$ cat src/rtl/nim_scaler_bank.sv
// NIM scaler bank: synchronized edge counters with bus-controlled run/clear/latch and shadow readback.
// Optional NIM_SCALER_OVERFLOW_EN: saturating counters with sticky per-channel STATUS bits.
module nim_scaler_bank #(
  parameter int N_CH    = 8,
  parameter int COUNT_W = 32,
  parameter int DATA_W  = 64,
  parameter int ADDR_W  = 32
) (
  input  logic              clk,
  input  logic              aresetn,
  input  logic [N_CH-1:0]   ch_in,
  input  logic              gate_in,
  input  logic [ADDR_W-1:0] bus_addr,
  input  logic [DATA_W-1:0] bus_wdata,
  input  logic              bus_wren,
  input  logic              bus_rden,
  output logic [DATA_W-1:0] bus_rdata,
  output logic              bus_rdack,
  output logic              bus_wrack
);

  logic [N_CH-1:0]    ch_s1, ch_s2, ch_d, edge_r;
  logic               gate_s1, gate_s2;
  logic               run;
  logic [COUNT_W-1:0] live   [N_CH];
  logic [COUNT_W-1:0] shadow [N_CH];
  logic [N_CH-1:0]    status;
  logic               wr_ctrl, do_clear, do_latch;
  logic [DATA_W-1:0]  rd_mux;

  assign wr_ctrl  = bus_wren && (bus_addr == '0);
  assign do_clear = wr_ctrl && bus_wdata[1];
  assign do_latch = wr_ctrl && bus_wdata[2];

  // Edge pulse is registered so an input edge lands on the 4th clk.
  always_ff @(posedge clk or negedge aresetn) begin
    if (!aresetn) begin
      ch_s1   <= '0;
      ch_s2   <= '0;
      ch_d    <= '0;
      edge_r  <= '0;
      gate_s1 <= 1'b0;
      gate_s2 <= 1'b0;
    end else begin
      ch_s1   <= ch_in;
      ch_s2   <= ch_s1;
      ch_d    <= ch_s2;
      edge_r  <= ch_s2 & ~ch_d;
      gate_s1 <= gate_in;
      gate_s2 <= gate_s1;
    end
  end

  always_ff @(posedge clk or negedge aresetn) begin
    if (!aresetn) begin
      for (int i = 0; i < N_CH; i++) begin
        live[i]   <= '0;
        shadow[i] <= '0;
      end
    end else begin
      for (int i = 0; i < N_CH; i++) begin
        if (do_latch) shadow[i] <= live[i];
        if (do_clear) begin
          live[i] <= '0;
        end else if (edge_r[i] && run && gate_s2) begin
`ifdef NIM_SCALER_OVERFLOW_EN
          if (live[i] != '1) live[i] <= live[i] + 1'b1;
`else
          live[i] <= live[i] + 1'b1;
`endif
        end
      end
    end
  end

`ifdef NIM_SCALER_OVERFLOW_EN
  // Sticky bit set by the first increment attempted at full scale.
  always_ff @(posedge clk or negedge aresetn) begin
    if (!aresetn) begin
      status <= '0;
    end else begin
      for (int i = 0; i < N_CH; i++) begin
        if (do_clear) status[i] <= 1'b0;
        else if (edge_r[i] && run && gate_s2 && (live[i] == '1)) status[i] <= 1'b1;
      end
    end
  end
`else
  assign status = '0;
`endif

  always_comb begin
    rd_mux = '0;
    if (bus_addr == '0) rd_mux = DATA_W'(run);
    else if (bus_addr == ADDR_W'(1)) rd_mux = DATA_W'(status);
    for (int i = 0; i < N_CH; i++) begin
      if (bus_addr == ADDR_W'(i + 2)) rd_mux = DATA_W'(shadow[i]);
    end
  end

  always_ff @(posedge clk or negedge aresetn) begin
    if (!aresetn) begin
      run       <= 1'b0;
      bus_rdata <= '0;
      bus_rdack <= 1'b0;
      bus_wrack <= 1'b0;
    end else begin
      bus_rdack <= bus_rden;
      bus_wrack <= bus_wren;
      if (bus_rden) bus_rdata <= rd_mux;
      if (wr_ctrl) run <= bus_wdata[0];
    end
  end

endmodule

$ cat config.mk
export PLATFORM = sky130hd
export DESIGN_NAME = nim_scaler_bank
export DESIGN_NICKNAME = d
export VERILOG_FILES = /design/src/rtl/nim_scaler_bank.sv
export SDC_FILE = /design/constraint.sdc
export NUM_CORES = 1
export LEC_CHECK = 0
export ABC_CLOCK_PERIOD_IN_PS = 2500
export CORE_MARGIN = 10
export CORE_UTILIZATION = 45
export CTS_CLUSTER_SIZE = 14
export DETAILED_ROUTE_END_ITERATION = 10
export SETUP_SLACK_MARGIN = 0.1
export SYNTH_ARGS = -nofsm -noshare
export SYNTH_HDL_FRONTEND = slang
export SYNTH_SLANG_ARGS = --single-unit
export TNS_END_PERCENT = 20
$ cat constraint.sdc
create_clock -name clk -period 2.5 [get_ports clk]
set_input_delay 0.25 -clock clk [delete_from_list [all_inputs] [get_ports clk]]
set_output_delay 0.25 -clock clk [all_outputs]
set_load 0.02 [all_outputs]
# After elaboration in Yosys (flattened, before gate mapping)

Cells that the tools add are included.

Bits in registers: 613
Bits in latches: 0
Bits in writable memories: 0
Memory bits (read-only): 0
Bits of input ports: 109
Output and inout port bits: 66
Word-level logic and storage cells: 97
Memories kept: 0

Add/sub/neg operators: 8
Multipliers: 0
Div/mod/pow operators: 0
Order comparisons: 0
Equality and inequality tests: 8
Shift operators: 0
Muxes and demuxes: 25
Bitwise logic cells: 2
Reductions and logical operators: 28

Operators with widths:

| operator                | count |
|---|---|
| $mux W32                | 16 |
| $mux W64                | 8 |
| $add A32 B1 Y32 const B | 8 |
| $eq A32 B3 Y1 const B   | 4 |
| $eq A32 B2 Y1 const B   | 2 |
| $eq A32 B4 Y1 const B   | 2 |
| $logic_not A32 Y1       | 1 |
| $logic_and A1 B1 Y1     | 19 |
| $reduce_bool A2 Y1      | 8 |
| $and A8 B8 Y8           | 1 |
| $not A8 Y8              | 1 |
| $mux W1                 | 1 |

# Depth between registers and ports, before layout

Gate-level depths: netlist (run 1).

Depth after elaboration: 10
Mapped depth: 9
Depth with buffers taken out: 7

# Worst setup path after synthesis (run 1)

Ideal clock, no wire load.

Path type: input to register
Start point: input port bus_addr[26]
End point: register bus_rdata[24]
Setup time: 0.120 ns
Arrival time: 1.954 ns
Data required time: 2.380 ns
Slack: 0.426 ns
Stages: 8
Buffers on the path: 3
Path through: or4_4 buf_6 or4_4 buf_6 buf_6 nor2_2 a21oi_1 a31o_1

Cells in the longest elaborated chain, start to end: 9
Elaborated cells on any way between the ends: 16
Classes of those cells: eq/ne (8); mux (8)

Ends and longest elaborated chain:

| element                | line | source |
|---|---|---|
| from (decl)            | 13   | `input logic [ADDR_W-1:0] bus_addr,` |
| $eq A32 B2 Y1          | 97   | `if (bus_addr == ADDR_W'(i + 2)) rd_mux = DATA_W'(shadow[i]);` |
| $mux W64 (7 in series) | 97   |  |
| $mux W64 *             | 97   |  |
| to (signal assigned)   | 110  | `if (bus_rden) bus_rdata <= rd_mux;` |
| to (decl)              | 17   | `output logic [DATA_W-1:0] bus_rdata,` |

Every way passes the cells marked *; elsewhere a longest branch is shown, timed or not.
A chain may end at the register's enable or synchronous reset.

# Final worst setup path (run 1)

Start point: input port bus_addr[1]
End point: register bus_rdata[6]

Same word-level chain as after synthesis.

==> flow_summary.ini, run 1 <==
[placement]
place_congestion = 0.9153
placed_area_um2 = 29110
io_buffers = 81
pre_cts_ws_ns = -0.4457
dp_hpwl_mm = 49.60

[yosys]
postSynthAreaPerCell_um2 = 11.37
async_flop_share_pct = 100.0
synth_seq_cells = 581
synth-edff-count = 0
synth_top_family_by_area = simple AND/OR/NAND/NOR gates
ys_types = 58
ys_seq_area_share_pct = 54.91
synth_fa_ha_area_share_pct = 0.3781
synth-compound-area-share_pct = 4.816
yosys_warnings = 0
synth_xor_area_share_pct = 7.906
synth_area_um2 = 26480
synthCells = 2328
ys.flop_type = dfrtp_1
synth_mux_area_share_pct = 12.95
yosys.area_share.simple_pct = 15.74

[cells_and_area]
drive_gt1_share_pct = 19.19
area_growth_pct = 18.15
final_net_count = 2632
diodes = 0
final_area_um2 = 31280
final_cell_mix = dfrtp_1, nor2_1, mux2_2, xor2_1, buf_4
layout_commonest_cell = dfrtp_1
final_core_util_pct = 53.91
fillerInstances = 4959

[run]
cap_viol_max_count = 0

[clock_network]
cts_root_buf = clkbuf_16
cts_made_buffers = 66
clkTransAtPathRegs_ns = 0.05
cts.path.max_buffers = 3
clock_sink_count = 581
cts_max_level = 3
cts_setup_buffers = 0
insertion_delay_ns = 0.60
cts_tree = yes

[route]
wl_mm = 68.46
top_layer = met4
viasPerCell = 5.445
drt_iter0_markers = 1373
wl_met3_mm = 4.118
firstDrtPassIters = 5
avgRoutedWirePerCell_um = 20.56
drc = 0
wl_met2_mm = 30.63
m1WireLength_mm = 31.46
ant_nets = 0
via_count = 18130

[worst_setup_path]
crit_top_cell = buf_4
cp-startpoint = bus_addr[1]
critPathSlowestCell = nor2b_1
critPathMaxStageDelay_ns = 0.89
reg2reg_from = live[41]
worst-path-buf-inv = 3
start_kind = input port
crit_type = input port to flip-flop
path_delay_family = simple AND/OR/NAND/NOR gates
worstPathArrival_ns = 2.81
worstSetupEndpointType = flip-flop
cp_max_fo = 21
path_cells = clkdlybuf4s50_1 > buf_4 > nand2b_1 > nor2_1 > nor4b_4 > buf_4 > nor2b_1 > a21oi_1
required_ns = 2.91

[floorplan]
die_x_um = 262.6
core_um2 = 58030
io_pins = 175
dieHeight_um = 262.6
die_area_um2 = 68940
fp-row-count = 88
initial_utilization_pct = 45.63

[sta]
rsz0062_at_grt = yes
fin_skew_ns = 0.02472
relSlewSlack_pct = 22.31
slew_violations = 0
post-route-min-period_ns = 2.391
tns_ns = 0
finalHoldViolations = 0
whs_ns = 0.09183
fmax_mhz = 418.3
setup_violations = 0
worst_pin_slew_ns = 1.163
min_period_over_period_pct = 95.62
fin_ws_ns = 0.1094

[global_routing]
globalRouteOverflowTotal = 0
grt_first_pass_wirelength_mm = 107.8
grt_max_degree = 85
grt_pass1_vias = 18420
grt_usage_pct = 19.66
antenna_found_initial = 0

[power_and_ir_drop]
power_leakage_uw = 0.01362
peakVddDrop_v = 0.0005221
p_per_area_nw_per_um2 = 632.6

[outcome]
status = complete, no violations

[worst_hold_path]
hp-class = input port to flip-flop
min-delay-start = ch_in[7]
==> worst reg2reg max path: cells and delay by family, from the launching register on <==
kind                   cells  cell delay (ns)
buffers and inverters      1             0.21
flip-flops                 1             0.45
AND/OR/NAND/NOR            5             1.33
XOR/XNOR                   1             0.16
==> metrics by stage <==
stage | total power (uW) | std cells
2_1_floorplan | 9936 | 2359
3_3_place_gp | 10400 | 3210
3_5_place_dp | 10410 | 3210
4_1_cts | 20050 | 3329
5_1_grt | 20500 | 3329
6_report | 19790 | 3329
==> routing by layer <==
| metal | up-vias | GRT usage (%) |
|---|---|---|
| li1 | 8431 | - |
| met2 | 441 | 29.92 |
| met5 | - | 0 |
| met4 | 0 | 7.682 |
| met3 | 106 | 4.297 |
| met1 | 9149 | 26.96 |
==> cells in the mapped netlist, types with 17 or more instances <==
| master | number | area share [%] |
|---|---|---|
| buf_2 | 58 | 1.1 |
| mux2_2 | 190 | 8.1 |
| nand3b_1 | 17 | 0.48 |
| clkbuf_1 | 43 | 0.61 |
| nand4_1 | 78 | 1.8 |
| nor2_1 | 338 | 4.8 |
| nand2_1 | 119 | 1.7 |
| o21ai_0 | 42 | 0.79 |
| nor3_1 | 19 | 0.36 |
| and3_1 | 38 | 0.90 |
| inv_1 | 22 | 0.31 |
| nor2b_1 | 19 | 0.45 |
| xor2_1 | 159 | 5.3 |
| nand3_1 | 91 | 1.7 |
| dfrtp_1 | 581 | 55 |
| mux2_1 | 70 | 3.0 |
| xnor2_1 | 80 | 2.6 |
| o22ai_1 | 36 | 0.85 |
| buf_4 | 33 | 0.94 |
| mux2i_1 | 41 | 1.6 |
| and4_1 | 36 | 1.2 |
| a21oi_1 | 38 | 0.72 |
==> area by class of cell <==
type | instances | area (um2) | share of cell area, %
repair buffers | 238 | 2352 | 7.520
inverters | 22 | 82.58 | 0.2640
multi-input cells | 1606 | 11200 | 35.80
flip-flops and latches | 581 | 14540 | 46.48
clock inverters | 16 | 141.4 | 0.4520
well taps | 765 | 957.2 | 3.060
clock buffers | 101 | 2007 | 6.416
==> logic make-up after synthesis <==
logic type	count (synthesis)
multiplexers	305
other	1
AO/OA/AOI/OAI	199
buffers and inverters	172
AND/OR/NAND/NOR	823
XOR/XNOR	239
flip-flops	581
adder cells (fa/ha/maj)	8
==> final timing paths <==
path	slack (ns)	depth (start not counted)	to
min	0.09	1	ch_s1[7]
max reg2reg	0.22	7	live[61]
max	0.11	8	bus_rdata[6]
min in group asynchronous	0.17	2	shadow[100]
max in group asynchronous	1.50	3	shadow[59]
min reg2reg	0.35	0	ch_s2[0]
==> state kept, by name, summed over array words and instances, names as in the netlist <==
| name | cells |
|---|---|
| live | 256 |
| shadow | 256 |
| bus_rdata | 32 |
| ch_d | 8 |
| ch_s1 | 8 |
| ch_s2 | 8 |
| edge_r | 8 |
| bus_rdack | 1 |
| bus_wrack | 1 |
| gate_s1 | 1 |
| gate_s2 | 1 |
| run | 1 |
==> what timing repair did <==
action | in CTS | in global routing
gates resized for setup | 0 | 1
endpoints found under the setup margin | 0 | 36
endpoints found under the hold margin | 147 | 0
hold buffers | 2 | 0
==> report_power, final <==
group | internal [uW] | switching (uW)
Combinational | 251 | 476
Clock | 5730 | 3830
Sequential | 9470 | 35.7
No activity file was read; power rests on OpenSTA's default activity.
==> run 2, diff against run 1 <==
--- a/config.mk
+++ b/config.mk
@@ -10,7 +10,9 @@
 export CORE_UTILIZATION = 45
 export CTS_CLUSTER_SIZE = 14
 export DETAILED_ROUTE_END_ITERATION = 10
+export PLACE_DENSITY = 0.72
 export SETUP_SLACK_MARGIN = 0.1
+export SKIP_CTS_REPAIR_TIMING = 1
 export SYNTH_ARGS = -nofsm -noshare
 export SYNTH_HDL_FRONTEND = slang
 export SYNTH_SLANG_ARGS = --single-unit
==> run 2 against run 1 <==
- clock power fell by 2.4%
- setup slack gained 0.14 ns
- sequential power about the same
- critical path type is now flip-flop to flip-flop
- critical endpoint is now live[92]
- largest cell class unchanged
- largest power group is now registers
==> flow_summary.ini, run 2 (synthesis gave the netlist of run 1 again) <==
[outcome]
status = complete, no violations

[placement]
placed_cells = 3222
io_buffers = 81
place_congestion = 0.9112
dp_hpwl_mm = 49.97
pre_cts_ws_ns = -0.2291

[worst_setup_path]
path_cells = and4_1 > nand4_1 > nor4_2 > buf_4 > nand4_1 > buf_4 > or3_1 > a21oi_1
critPathMaxStageDelay_ns = 0.46
worst-path-buf-inv = 2
required_ns = 3.05
worstPathArrival_ns = 2.80
cp_max_fo = 9
worstSetupEndpointType = flip-flop
crit_type = flip-flop to flip-flop
critPathSlowestCell = dfrtp_1
start_kind = flip-flop
path_delay_family = simple AND/OR/NAND/NOR gates

[cells_and_area]
diodes = 0
final_net_count = 2637
drive_gt1_share_pct = 19.46
reg_top3 = live (256), shadow (256), bus_rdata (32)
area_growth_pct = 18.57
final_core_util_pct = 54.10
instances_no_fill = 3335
final_cell_mix = dfrtp_1, nor2_1, mux2_2, xor2_1, buf_4
layout_commonest_cell = dfrtp_1

[power_and_ir_drop]
total_power_uw = 19570
p_per_area_nw_per_um2 = 623.4
power_leakage_uw = 0.01365
peakVddDrop_v = 0.0005744

[floorplan]
io_pins = 175
fp-row-count = 88
dieHeight_um = 262.6
initial_utilization_pct = 45.63
core_um2 = 58030
die_area_um2 = 68940
die_x_um = 262.6

[sta]
min_period_over_period_pct = 90.16
finalHoldViolations = 0
relSlewSlack_pct = 51.44
fin_skew_ns = 0.03283
fmax_mhz = 443.7
setup_violations = 0
worst_pin_slew_ns = 0.7257
post-route-min-period_ns = 2.254
whs_ns = 0.07380
fin_ws_ns = 0.2460
slew_violations = 0
rsz0062_at_grt = yes

[clock_network]
insertion_delay_ns = 0.63
clock_sink_count = 581
cts_made_buffers = 59
cts.path.max_buffers = 3
cts_tree = yes
cts_max_level = 2
cts_root_buf = clkbuf_16
clkTransAtPathRegs_ns = 0.06

[global_routing]
grt_max_degree = 71
grt_pass1_vias = 19030
globalRouteOverflowTotal = 0
grt_usage_pct = 19.42
antenna_found_initial = 2
grt_first_pass_wirelength_mm = 107.5

[route]
viasPerCell = 5.589
via_count = 18640
drt_iter0_markers = 1557
drc = 0
wl_mm = 68.38
ant_nets = 0
avgRoutedWirePerCell_um = 20.50
firstDrtPassIters = 6

[run]
cap_viol_max_count = 0

[worst_hold_path]
hp-class = input port to flip-flop
==> run 2: changes by cell type in the layout (fill, tap and decap cells not counted), sizes merged <==
cell,change
dlygate4sd3,-1
clkinv,+2
clkinvlp,+2
buf,+13
bufinv,+6
clkbuf,-16
==> run 2: area by class of cell <==
| class | instances | area (um2) |
|---|---|---|
| fillers | 4752 | 26630 |
| multi-input cells | 1606 | 11200 |
| clock buffers | 85 | 1705 |
| clock inverters | 26 | 369.1 |
| flip-flops and latches | 581 | 14540 |
| repair buffers | 250 | 2540 |
| inverters | 22 | 82.58 |
| well taps | 765 | 957.2 |
==> run 2: worst paths after layout <==
kind	start	end	slack (ns)	cells after the start
worst max-delay path	live[73]	live[92]	0.25	8
worst min-delay path	ch_in[7]	ch_s1[7]	0.07	1
worst max register to register	live[73]	live[92]	0.25	8
worst min register to register	ch_s1[4]	ch_s2[4]	0.35	0
max in group asynchronous	aresetn	live[43]	1.32	3
min in group asynchronous	aresetn	live[105]	0.24	2
==> run 2: per-stage QoR <==
| stage | TNS, ns | cell area [um2] |
|---|---|---|
| finish | 0 | 31390 |
| global route | 0 | 31390 |
| CTS | 0 | 31380 |
| detailed placement | -88.61 | 29300 |
| global placement | -57.52 | 29300 |
| floorplan | 0 | 26590 |
==> run 2: layer usage <==
| layer | vias to the layer above | GRT usage (%) | part of all wire [%] |
|---|---|---|---|
| li1 | 8449 | - | - |
| met2 | 616 | 30.56 | 46 |
| met3 | 144 | 4.940 | 7.4 |
| met1 | 9426 | 25.04 | 42 |
| met5 | - | 0 | 0.044 |
| met4 | 4 | 8.320 | 4.1 |
==> run 2: worst reg2reg max path: stages, from the launching register on <==
cell,delay (ns)
dfrtp_1,0.46
and4_1,0.28
nand4_1,0.12
nor4_2,0.33
buf_4,0.20
nand4_1,0.11
buf_4,0.20
or3_1,0.35
a21oi_1,0.15
==> run 2: power breakdown <==
group | switching, uW | internal (uW)
Sequential | 39.2 | 9460
Clock | 3750 | 5580
Combinational | 480 | 261
